`src/rtl/mem_port_arbiter_pkg.sv`:
```
// mem_port_arbiter_pkg
// Shared types for the unified memory-port arbiter: FSM state encoding,
// transaction owner IDs and a small helper used by the round-robin pick.
// Optional feature macro (consumed by the pick logic): MEM_ARB_ROUND_ROBIN_EN.
package mem_port_arbiter_pkg;

  localparam int ARB_STATE_W = 2;

  typedef enum logic [ARB_STATE_W-1:0] {
    ARB_IDLE = 2'd0,
    ARB_REQ  = 2'd1,
    ARB_WAIT = 2'd2,
    ARB_RESP = 2'd3
  } arb_state_t;

  typedef enum logic {
    ARB_OWNER_FETCH = 1'b0,
    ARB_OWNER_DATA  = 1'b1
  } arb_owner_t;

  function automatic arb_owner_t other_owner(input arb_owner_t owner);
    return (owner == ARB_OWNER_FETCH) ? ARB_OWNER_DATA : ARB_OWNER_FETCH;
  endfunction

endpackage

```
`src/rtl/mem_port_arbiter_if.sv`:
```
// mem_port_arbiter_if
// Request/grant/response bus toward the external memory controller.
//   master : arbiter side (drives m_req/m_we/m_addr/m_wdata/m_be)
//   slave  : memory side  (drives m_gnt/m_rvalid/m_rdata)
interface mem_port_arbiter_if #(
  parameter int W = 32
);
  localparam int BE_W = W / 8;

  logic            m_req;
  logic            m_we;
  logic [W-1:0]    m_addr;
  logic [W-1:0]    m_wdata;
  logic [BE_W-1:0] m_be;
  logic            m_gnt;
  logic            m_rvalid;
  logic [W-1:0]    m_rdata;

  modport master (
    output m_req, m_we, m_addr, m_wdata, m_be,
    input  m_gnt, m_rvalid, m_rdata
  );

  modport slave (
    input  m_req, m_we, m_addr, m_wdata, m_be,
    output m_gnt, m_rvalid, m_rdata
  );

endinterface

```
`src/rtl/mem_port_arbiter_arb_pick.sv`:
```
// mem_port_arbiter_arb_pick
// Combinational winner selection between the fetch and data requesters.
//   i_if_req, i_d_req : pending requests
//   i_last_owner      : owner of the most recently completed transaction
//   o_valid           : at least one request pending
//   o_winner          : requester to grant
// Macro MEM_ARB_ROUND_ROBIN_EN: when defined, a conflict goes to the requester
// that did not own the last transaction; otherwise data always beats fetch.
module mem_port_arbiter_arb_pick
  import mem_port_arbiter_pkg::*;
(
  input  logic       i_if_req,
  input  logic       i_d_req,
  input  arb_owner_t i_last_owner,
  output logic       o_valid,
  output arb_owner_t o_winner
);

  always_comb begin
    o_valid  = i_if_req | i_d_req;
    o_winner = ARB_OWNER_FETCH;
`ifdef MEM_ARB_ROUND_ROBIN_EN
    if (i_if_req && i_d_req) begin
      o_winner = other_owner(i_last_owner);
    end else if (i_d_req) begin
      o_winner = ARB_OWNER_DATA;
    end
`else
    if (i_d_req) begin
      o_winner = ARB_OWNER_DATA;
    end
`endif
  end

`ifndef MEM_ARB_ROUND_ROBIN_EN
  // last_owner is tracked by the top either way; fixed priority ignores it.
  logic w_unused_last_owner;
  assign w_unused_last_owner = i_last_owner;
`endif

endmodule

```
`src/rtl/mem_port_arbiter.sv`:
```
// mem_port_arbiter
// Shares one memory port between instruction fetch and load/store. One
// transaction in flight; registered request toward memory, one-cycle rvalid
// pulse back to the owning requester.
// Ports:
//   i_clk, i_rst         : clock, synchronous active-low reset
//   i_if_* / o_if_*      : fetch requester (req/addr in, gnt/rvalid/rdata out)
//   i_d_* / o_d_*        : load/store requester
//   mem (master modport) : memory controller bus
//   o_busy               : state is not IDLE
// Optional feature macro: MEM_ARB_ROUND_ROBIN_EN (see arb_pick).
module mem_port_arbiter
  import mem_port_arbiter_pkg::*;
#(
  parameter int W    = 32,
  parameter int BE_W = W / 8
) (
  input  logic              i_clk,
  input  logic              i_rst,

  input  logic              i_if_req,
  input  logic [W-1:0]      i_if_addr,
  output logic              o_if_gnt,
  output logic              o_if_rvalid,
  output logic [W-1:0]      o_if_rdata,

  input  logic              i_d_req,
  input  logic              i_d_we,
  input  logic [W-1:0]      i_d_addr,
  input  logic [W-1:0]      i_d_wdata,
  input  logic [BE_W-1:0]   i_d_be,
  output logic              o_d_gnt,
  output logic              o_d_rvalid,
  output logic [W-1:0]      o_d_rdata,

  mem_port_arbiter_if.master mem,

  output logic              o_busy
);

  arb_state_t      r_state;
  arb_owner_t      r_owner;
  arb_owner_t      r_last_owner;
  logic            r_m_req;
  logic            r_m_we;
  logic [W-1:0]    r_m_addr;
  logic [W-1:0]    r_m_wdata;
  logic [BE_W-1:0] r_m_be;
  logic            r_if_rvalid;
  logic            r_d_rvalid;
  logic [W-1:0]    r_if_rdata;
  logic [W-1:0]    r_d_rdata;

  logic            w_pick_valid;
  arb_owner_t      w_winner;
  logic            w_grant;
  logic            w_resp_now;

  mem_port_arbiter_arb_pick u_pick (
    .i_if_req     (i_if_req),
    .i_d_req      (i_d_req),
    .i_last_owner (r_last_owner),
    .o_valid      (w_pick_valid),
    .o_winner     (w_winner)
  );

  assign w_grant  = (r_state == ARB_IDLE) && w_pick_valid;
  assign o_if_gnt = w_grant && (w_winner == ARB_OWNER_FETCH);
  assign o_d_gnt  = w_grant && (w_winner == ARB_OWNER_DATA);

  // Response data is captured on the edge that enters RESP, so rvalid is
  // already high during the RESP cycle itself.
  assign w_resp_now = ((r_state == ARB_REQ) && mem.m_gnt && mem.m_rvalid) ||
                      ((r_state == ARB_WAIT) && mem.m_rvalid);

  always_ff @(posedge i_clk) begin
    if (!i_rst) begin
      r_state      <= ARB_IDLE;
      r_owner      <= ARB_OWNER_FETCH;
      r_last_owner <= ARB_OWNER_FETCH;
      r_m_req      <= 1'b0;
      r_m_we       <= 1'b0;
      r_m_addr     <= '0;
      r_m_wdata    <= '0;
      r_m_be       <= '0;
      r_if_rvalid  <= 1'b0;
      r_d_rvalid   <= 1'b0;
      r_if_rdata   <= '0;
      r_d_rdata    <= '0;
    end else begin
      r_if_rvalid <= 1'b0;
      r_d_rvalid  <= 1'b0;

      if (w_resp_now) begin
        if (r_owner == ARB_OWNER_FETCH) begin
          r_if_rvalid <= 1'b1;
          r_if_rdata  <= mem.m_rdata;
        end else begin
          r_d_rvalid <= 1'b1;
          r_d_rdata  <= r_m_we ? '0 : mem.m_rdata;
        end
      end

      case (r_state)
        ARB_IDLE: begin
          if (w_grant) begin
            r_owner <= w_winner;
            r_m_req <= 1'b1;
            r_state <= ARB_REQ;
            if (w_winner == ARB_OWNER_DATA) begin
              r_m_we    <= i_d_we;
              r_m_addr  <= i_d_addr;
              r_m_wdata <= i_d_wdata;
              r_m_be    <= i_d_we ? i_d_be : '1;
            end else begin
              r_m_we    <= 1'b0;
              r_m_addr  <= i_if_addr;
              r_m_wdata <= '0;
              r_m_be    <= '1;
            end
          end
        end
        ARB_REQ: begin
          if (mem.m_gnt) begin
            r_m_req <= 1'b0;
            r_state <= mem.m_rvalid ? ARB_RESP : ARB_WAIT;
          end
        end
        ARB_WAIT: begin
          if (mem.m_rvalid) begin
            r_state <= ARB_RESP;
          end
        end
        ARB_RESP: begin
          r_last_owner <= r_owner;
          r_state      <= ARB_IDLE;
        end
        default: r_state <= ARB_IDLE;
      endcase
    end
  end

  assign mem.m_req   = r_m_req;
  assign mem.m_we    = r_m_we;
  assign mem.m_addr  = r_m_addr;
  assign mem.m_wdata = r_m_wdata;
  assign mem.m_be    = r_m_be;

  assign o_if_rvalid = r_if_rvalid;
  assign o_if_rdata  = r_if_rdata;
  assign o_d_rvalid  = r_d_rvalid;
  assign o_d_rdata   = r_d_rdata;
  assign o_busy      = (r_state != ARB_IDLE);

endmodule

```
`src/flat_wrapper.sv`:
```
// flat-port wrapper written by rule: the top's interface ports become plain ports
module mem_port_arbiter_flat import mem_port_arbiter_pkg::*;
#(
  parameter int W    = 32,
  parameter int BE_W = W / 8
)
  (i_clk, i_rst, i_if_req, i_if_addr, o_if_gnt, o_if_rvalid, o_if_rdata, i_d_req, i_d_we, i_d_addr, i_d_wdata, i_d_be, o_d_gnt, o_d_rvalid, o_d_rdata, o_busy, mem_m_req, mem_m_we, mem_m_addr, mem_m_wdata, mem_m_be, mem_m_gnt, mem_m_rvalid, mem_m_rdata);
  mem_port_arbiter_if #(.W(W)) mem_i ();
  input  logic i_clk;
  input  logic i_rst;
  input  logic i_if_req;
  input  logic [W-1:0] i_if_addr;
  output logic o_if_gnt;
  output logic o_if_rvalid;
  output logic [W-1:0] o_if_rdata;
  input  logic i_d_req;
  input  logic i_d_we;
  input  logic [W-1:0] i_d_addr;
  input  logic [W-1:0] i_d_wdata;
  input  logic [BE_W-1:0] i_d_be;
  output logic o_d_gnt;
  output logic o_d_rvalid;
  output logic [W-1:0] o_d_rdata;
  output logic o_busy;
  output wire logic [$bits(mem_i.m_req)-1:0] mem_m_req;
  output wire logic [$bits(mem_i.m_we)-1:0] mem_m_we;
  output wire logic [$bits(mem_i.m_addr)-1:0] mem_m_addr;
  output wire logic [$bits(mem_i.m_wdata)-1:0] mem_m_wdata;
  output wire logic [$bits(mem_i.m_be)-1:0] mem_m_be;
  input wire logic [$bits(mem_i.m_gnt)-1:0] mem_m_gnt;
  input wire logic [$bits(mem_i.m_rvalid)-1:0] mem_m_rvalid;
  input wire logic [$bits(mem_i.m_rdata)-1:0] mem_m_rdata;
  assign mem_m_req = mem_i.m_req;
  assign mem_m_we = mem_i.m_we;
  assign mem_m_addr = mem_i.m_addr;
  assign mem_m_wdata = mem_i.m_wdata;
  assign mem_m_be = mem_i.m_be;
  assign mem_i.m_gnt = mem_m_gnt;
  assign mem_i.m_rvalid = mem_m_rvalid;
  assign mem_i.m_rdata = mem_m_rdata;
  mem_port_arbiter #(.W(W), .BE_W(BE_W)) u_core (.i_clk(i_clk), .i_rst(i_rst), .i_if_req(i_if_req), .i_if_addr(i_if_addr), .o_if_gnt(o_if_gnt), .o_if_rvalid(o_if_rvalid), .o_if_rdata(o_if_rdata), .i_d_req(i_d_req), .i_d_we(i_d_we), .i_d_addr(i_d_addr), .i_d_wdata(i_d_wdata), .i_d_be(i_d_be), .o_d_gnt(o_d_gnt), .o_d_rvalid(o_d_rvalid), .o_d_rdata(o_d_rdata), .mem(mem_i), .o_busy(o_busy));
endmodule
```
`config.mk`:
```
export PLATFORM = sky130hd
export DESIGN_NAME = mem_port_arbiter_flat
export DESIGN_NICKNAME = d
export VERILOG_FILES = /design/src/rtl/mem_port_arbiter_pkg.sv /design/src/rtl/mem_port_arbiter_if.sv /design/src/rtl/mem_port_arbiter_arb_pick.sv /design/src/rtl/mem_port_arbiter.sv /design/src/flat_wrapper.sv
export SDC_FILE = /design/constraint.sdc
export NUM_CORES = 1
export LEC_CHECK = 0
export ABC_AREA = 0
export CAP_MARGIN = 20
export CELL_PAD_IN_SITES_DETAIL_PLACEMENT = 1
export CELL_PAD_IN_SITES_GLOBAL_PLACEMENT = 2
export CORE_UTILIZATION = 23
export DETAILED_ROUTE_END_ITERATION = 10
export PLACE_DENSITY = 0.9
export REMOVE_ABC_BUFFERS = 1
export SETUP_SLACK_MARGIN = 0.15
export SLEW_MARGIN = 20
export SYNTH_ARGS = -nofsm -noshare
export SYNTH_HDL_FRONTEND = slang
export SYNTH_SLANG_ARGS = --single-unit
```
`constraint.sdc`:
```
create_clock -name i_clk -period 1.8 [get_ports i_clk]
set_clock_uncertainty 0.2 [all_clocks]
set_input_delay 0.36 -clock i_clk [delete_from_list [all_inputs] [get_ports i_clk]]
set_output_delay 0.36 -clock i_clk [all_outputs]
set_load 0.02 [all_outputs]
```
==> summary.md, run 1 <==
| Metric | Value |
|---|---|
| Leak | 3.994 nW |
| Die X | 161.0 um |
| Crit share post-route | 104.7% |
| DRT Wirelength | 22.14 mm |
| Dpl cell area | 9117 sq um |
| FF+latch count, synth | 139 |
| Area Growth Syn to Fin | 76.15% |
| Vias | 5738 |
| # hold bufs at CTS | 0 |
| Pwr dens | 1434 nW/um^2 |
| Peak VDD IR | 0.5444 mV |
| FF-to-FF Start | u_core.r_state[1] |
| First-pass GRT wire length | 34.39 mm |
| Final #Nets | 1078 |
| Setup crit end kind | register |
| Worst Path Buf+Inv | 6 |
| Slew HR | 66.02% |
| Setup Viol. Count Final | 8 |
| Vias in the first global route | 6164 |
| Inst Count DP | 1210 |
| Site row count | 57 |
| All-Layer GR Usage | 17.08% |
| WL/cell | 17.42 um |
| Yosys top cell by area | dfxtp_1 |
| Worst-Margin Slew | 509.6 ps |
| Core Box Area | 24530 sq um |
| Max-capacitance violation count | 0 |
| Worst EP required | 1890 ps |
| Clock Root Buffer | clkbuf_16 |
| Asr flop ratio synth | 0% |
| GP Congestion | 0.7558 |
| Worst-path clk slew | 70 ps |
| ANT cells | 0 |
| Type of origin of the critical path | register |
| Critical path data arrival time | 1980 ps |
| Ys Warns | 0 |
| Total CTS buffers | 17 |
| Die area | 25910 sq um |
| Synth unique cells | 33 |
| Worst setup path start | u_core.r_state[1] |
| Synth top area share | 47.88% |
| Final Hold Fails | 0 |
| Max FO, Critical Path | 5 |
| Initial DRT Pass Iterations | 4 |
| Vias per cell | 4.515 |
| Starting Density | 23.69% |
| Fmax | 530.7 MHz |
| H-tree levels | 4 |
| WS Path Type | register to register |
| Sequential-to-total area share from yosys stat | 47.88% |
| Total power | 14.68 mW |
| DRT antenna net count | 0 |
| Clk Latency, worst-skew pair | 410 ps |
| PnR worst setup slack | -84.28 ps |
| Flop-to-flop setup slack | -80 ps |
| Slowest cell on crit path | dfxtp_2 |
| Final Critical Period | 1884 ps |
| Layout cells sized above 1 | 34.00% |
| Crit path depth | 10 |
| RSZ-0062 raised after global routing | true |
| Drt drc | 0 |
| Top-count cell post-synth | dfxtp_1 |
| Reg2reg path depth | 10 |
| Status | finished, violations left |
| CP top delay family | buffers and inverters |
| Place WS | -380.7 ps |
| Ys flop type | dfxtp_1 |
| Synth top area cells | dfxtp_1, mux2i_1, nand2_1 |
| Post-synthesis cell count | 624 |
| CTS tree | done |
| Final cell count without fillers | 1271 |
| CP Cell Sequence | inv_2 > buf_4 > ha_4 > a21oi_4 > buf_6 > nor2_4 > buf_12 > buf_6 > buf_12 > mux2i_2 |
| Avg Synthesized Cell Area | 9.314 sq um |
| Drt initial violations | 244 |
| TritonCTS sink count | 139 |
| Crit-path max cell delay | 330 ps |
| Hold Path Class | primary input to register |
| Maximum number of pins on one net before global-route repair | 129 |
| Post-synth EDFFs | 0 |
| Mapped Area | 5812 sq um |
| Post-synth top cells | dfxtp_1, nand2_1, mux2i_1, nor2_1, a21oi_1 |
| Initial antenna violation count | 0 |
| IO Pins | 278 |
| Height of the die | 161.0 um |
| GR Overflow Total | 0 |
| Hold path start | i_rst |
| Max-slew violations | 0 |
| Failing checks | setup timing |
| HPWL after DPL | 14.11 mm |
| Fin area | 10240 sq um |
| CTS Buffer Depth | 2 |
| Hold Path Depth | 3 |
| # port buffers | 277 |
cells by family after synthesis:
| logic type | count (synthesis) | synth area share, % |
|---|---|---|
| fa+ha+maj | 4 | 0.8612 |
| mux | 96 | 16.53 |
| simple gates | 247 | 19.27 |
| flops | 139 | 47.88 |
| compound gates | 81 | 10.66 |
| buf+inv | 57 | 4.801 |
layout by cell type, fill, tap and decap left out, types with 4 or more instances in the layout:
master and count:
clkbuf_16 18, buf_4 29, clkdlybuf4s50_1 136, a211oi_2 32, nand3_1 34, buf_2 26, a21oi_1 36, buf_6 14
nor2_1 9, nor2_2 6, mux2i_1 94, nand3b_1 32, dfxtp_1 136, clkdlybuf4s15_2 36, buf_12 14, buf_16 10
inv_2 4, clkdlybuf4s15_1 5, clkinv_4 5, clkbuf_2 68, nand2_1 132, nor2_4 25
state kept, by name (all words and copies together), names as in the netlist:
name / cells
u_core.mem.m_addr: 32
u_core.mem.m_wdata: 32
u_core.o_d_rdata: 32
u_core.o_if_rdata: 32
u_core.mem.m_be: 4
u_core.r_state: 2
u_core.mem.m_req: 1
u_core.mem.m_we: 1
u_core.o_d_rvalid: 1
u_core.o_if_rvalid: 1
u_core.r_owner: 1
worst register-to-register path, delay by kind of cell (launching register included):
family / cells / cell delay [ps]
AND/OR/NAND/NOR: 1 / 30
buffers and inverters: 6 / 720
flip-flops: 1 / 330
multiplexers: 1 / 150
adder cells (fa/ha/maj): 1 / 170
AO/OA/AOI/OAI: 1 / 160
report_power, final:
part,internal [mW],switching (mW),total [mW]
sequential,3.71,0.457,4.17
combinational,3.33,3.54,6.87
clock,2.18,1.47,3.65
worst paths after layout:
kind / endpoint
setup / recovery: u_core.o_if_rdata[1]
hold / removal: u_core.mem.m_wdata[31]
setup reg to reg: u_core.o_if_rdata[1]
hold reg to reg: u_core.mem.m_wdata[20]
per-stage QoR:
| step | hold slack (ps) | setup TNS (ps) | util [%] |
|---|---|---|---|
| 6_report | 220.5 | -422.6 | 41.73 |
| 5_1_grt | 217.3 | -1352 | 41.73 |
| 4_1_cts | 206.3 | -272.9 | 43.20 |
| 3_5_place_dp | 247.9 | -15880 | 37.16 |
| 3_3_place_gp | 236.6 | -11600 | 37.16 |
| 2_1_floorplan | 266.4 | -118670 | - |
repair_timing:
item / in CTS / in global routing
gates cloned: 12 / 1
buffers inserted: 17 / 0
endpoints found under the setup margin: 275 / 200
gates resized for setup: 454 / 130
pin swaps: 29 / 39
layout make-up:
class | instances | area, sq um
clock buffers | 17 | 425.4
clock inverters | 14 | 172.7
fillers | 2808 | 14300
inverters | 4 | 15.01
multi-input cells | 429 | 3129
flip-flops and latches | 139 | 2786
well taps | 324 | 405.4
repair buffers | 344 | 3303
layer usage:
metal,GRT usage (%),share of wire (%)
met1,20.69,43
met2,28.98,48
met3,6.173,7.6
met5,0,0
met4,3.259,0.63
Power figures use the tool's default switching activity.
==> run 2: changes to the inputs <==
--- a/config.mk
+++ b/config.mk
@@ -9,9 +9,10 @@
 export CAP_MARGIN = 20
 export CELL_PAD_IN_SITES_DETAIL_PLACEMENT = 1
 export CELL_PAD_IN_SITES_GLOBAL_PLACEMENT = 2
-export CORE_UTILIZATION = 23
+export CORE_UTILIZATION = 24
+export CTS_BUF_LIST = sky130_fd_sc_hd__clkbuf_8
 export DETAILED_ROUTE_END_ITERATION = 10
-export PLACE_DENSITY = 0.9
+export PLACE_DENSITY = 0.93
 export REMOVE_ABC_BUFFERS = 1
 export SETUP_SLACK_MARGIN = 0.15
 export SLEW_MARGIN = 20
==> run 2 against run 1 <==
The flow still finishes with violations (setup timing). Setup slack worse by 34 ps. Final cell count up 0.63%. Maximum frequency down 1.8%. Design area down 2.5%. Count of clock-buffer cells in the layout unchanged. Total power down 3.5%. Critical path depth down 5. Combinational power up 6.8%. Critical path type is now register to primary output. Via count up 0.85%. Global-route usage up 0.15 points. Utilization up 0.56 points.
==> summary.md, run 2 (synthesis results as in run 1) <==
| Metric | Value |
|---|---|
| Type of origin of the critical path | register (unchanged) |
| Met2 wire len | 10.38 mm (was 10.70 mm) |
| Leak | 4.092 nW (was 3.994 nW) |
| Total CTS buffers | 17 (unchanged) |
| Sequential Power Share | 29.0% (was 28.4%) |
| Setup Viol. Count Final | 76 (was 8) |
| Switching Power | 5.350 mW (was 5.461 mW) |
| Fillers | 2761 (was 2808) |
| Worst-path clk slew | 80 ps (was 70 ps) |
| Failing checks | setup timing (unchanged) |
| Status | finished, violations left (unchanged) |
| Worst-Margin Slew | 503.4 ps (was 509.6 ps) |
| Final Critical Period | 1919 ps (was 1884 ps) |
| TNS Setup | -2271 ps (was -422.6 ps) |
| Crit share post-route | 106.6% (was 104.7%) |
| Setup crit end kind | primary output (was register) |
| Worst EP required | 1240 ps (was 1890 ps) |
| # port buffers | 277 (unchanged) |
| Clock Root Buffer | clkbuf_8 (was clkbuf_16) |
| Starting Density | 24.61% (was 23.69%) |
| IO Pins | 278 (unchanged) |
| Initial antenna violation count | 0 (unchanged) |
| Final #Nets | 1090 (was 1078) |
| GR Overflow Total | 0 (unchanged) |
| RSZ-0062 raised after global routing | true (unchanged) |
| Max-capacitance violation count | 0 (unchanged) |
| Slew HR | 66.44% (was 66.02%) |
| Post-layout util | 42.28% (was 41.73%) |
| Area Growth Syn to Fin | 71.80% (was 76.15%) |
| Clk Latency, worst-skew pair | 440 ps (was 410 ps) |
| Core Box Area | 23610 sq um (was 24530 sq um) |
| WS Path Type | register to primary output (was register to register) |
| Flip-flop and latch area | 2788 sq um (was 2786 sq um) |
| Peak VDD IR | 0.5747 mV (was 0.5444 mV) |
| Fmax | 521.2 MHz (was 530.7 MHz) |
| Height of the die | 157.6 um (was 161.0 um) |
| Final cell count without fillers | 1279 (was 1271) |
| Clock share of power | 19.2% (was 24.8%) |
| Critical path data arrival time | 1360 ps (was 1980 ps) |
| ANT cells | 0 (unchanged) |
| Area of the multi-input gates | 3052 sq um (was 3129 sq um) |
| Most frequent cells in the layout | clkdlybuf4s50_1, dfxtp_1, nand2_1 (unchanged) |
| Dpl cell area | 9049 sq um (was 9117 sq um) |
| CTS Buffer Depth | 2 (unchanged) |
| CTS tree | done (unchanged) |
| PnR worst setup slack | -118.6 ps (was -84.28 ps) |
| First-pass GRT wire length | 32.74 mm (was 34.39 mm) |
| Flop-to-flop setup slack | -110 ps (was -80 ps) |
| WL/cell | 17.07 um (was 17.42 um) |
| Vias per cell | 4.525 (was 4.515) |
| Switching Fraction | 37.74% (was 37.19%) |
| All-Layer GR Usage | 17.22% (was 17.08%) |
| Max-slew violations | 0 (unchanged) |
| Inst Count DP | 1200 (was 1210) |
| Drt initial violations | 192 (was 244) |
| DRT antenna net count | 0 (unchanged) |
| Die X | 157.6 um (was 161.0 um) |
| Final Hold Fails | 0 (unchanged) |
| Fin area | 9985 sq um (was 10240 sq um) |
| TritonCTS sink count | 139 (unchanged) |
| Max FO, Critical Path | 5 (unchanged) |
| Die area | 24840 sq um (was 25910 sq um) |
| GP Congestion | 0.7369 (was 0.7558) |
| Site row count | 56 (was 57) |
| Hold Path Class | primary input to register (unchanged) |
| Layout cells sized above 1 | 34.79% (was 34.00%) |
| H-tree levels | 4 (unchanged) |
| HPWL after DPL | 14.11 mm (about the same) |
| Internal power | 8.827 mW (was 9.223 mW) |
| DRT Wirelength | 21.84 mm (was 22.14 mm) |
| Top Metal Used | met4 (unchanged) |
| Maximum number of pins on one net before global-route repair | 119 (was 129) |
| Pwr dens | 1420 nW/um^2 (was 1434 nW/um^2) |
| DR WL met3 | 1.999 mm (was 1.692 mm) |
| Vias in the first global route | 5872 (was 6164) |
| Initial DRT Pass Iterations | 4 (unchanged) |
| Vias | 5787 (was 5738) |
| Commonest non-fill, non-tap cell in the layout | clkdlybuf4s50_1 |
| Combinational fraction of design power | 51.8% (was 46.8%) |
| Metal-1 WL | 9.231 mm (was 9.600 mm) |
| Drt drc | 0 (unchanged) |
[run 2: cell count changes in the layout (fill, tap and decap cells not counted), moves of 4 or more]
cell,change
clkbuf_16,-17
clkbuf_2,-68
buf_16,+4
clkdlybuf4s15_2,-29
clkbuf_8,+17
buf_6,+12
clkdlybuf4s15_1,-5
buf_2,+101
nor2_2,+8
nor2_4,-11
[run 2: what timing repair did]
| action | 4_1_cts | 5_1_grt |
|---|---|---|
| cloned | 15 | 1 |
| endpoints found under the setup margin | 249 | 155 |
| buffers inserted | 24 | 7 |
| hold buffers | 0 | 0 |
| gates resized for setup | 609 | 75 |
| pin swaps | 23 | 19 |
[run 2: worst max-delay path: stages, from the launching register on]
cell and delay (ps):
dfxtp_2 330, inv_2 80, ha_4 180, o21ai_4 70
nor2_2 120, buf_6 140
[run 2: area by class of cell]
| class | count | share of cell area [%] |
|---|---|---|
| inverter | 4 | 0.1504 |
| sequential | 139 | 27.92 |
| tap | 319 | 3.997 |
| timing repair buffer | 357 | 33.27 |
| clock inverter | 15 | 1.754 |
| clock buffer | 17 | 2.343 |
| multi-input combinational | 428 | 30.56 |
[run 2: stage by stage]
stage          hold WS (ps)  worst slack (ps)  total power [mW]
2_1_floorplan         266.4             -1570             6.702
5_1_grt               43.06            -195.8             14.91
4_1_cts               19.73            -170.1             13.93
6_report              64.69            -118.6             14.18
3_3_place_gp          237.0            -485.9             9.190
3_5_place_dp          247.0            -482.8             9.302
[run 2: worst paths after layout]
path,start,to,cells after the start
hold reg to reg,u_core.mem.m_wdata[20],u_core.mem.m_wdata[20],2
setup / recovery,u_core.r_state[0],o_if_gnt,5
hold / removal,i_rst,u_core.o_if_rdata[6],3
setup reg to reg,u_core.r_state[0],u_core.mem.m_addr[24],10
[run 2: power groups by stage]
stage	combinational, mW	sequential [mW]	clock [mW]
3_3_place_gp	5.12	4.07	0
6_report	7.34	4.11	2.72
5_1_grt	7.78	4.18	2.95
3_5_place_dp	5.20	4.10	0
2_1_floorplan	1.89	4.81	0
4_1_cts	7.03	4.07	2.82
[run 2: per-layer routing]
| metal | track usage [%] | up-vias |
|---|---|---|
| li1 | - | 2795 |
| met3 | 7.063 | 16 |
| met1 | 20.21 | 2758 |
| met2 | 29.14 | 218 |
| met5 | 0 | - |
| met4 | 3.930 | 0 |
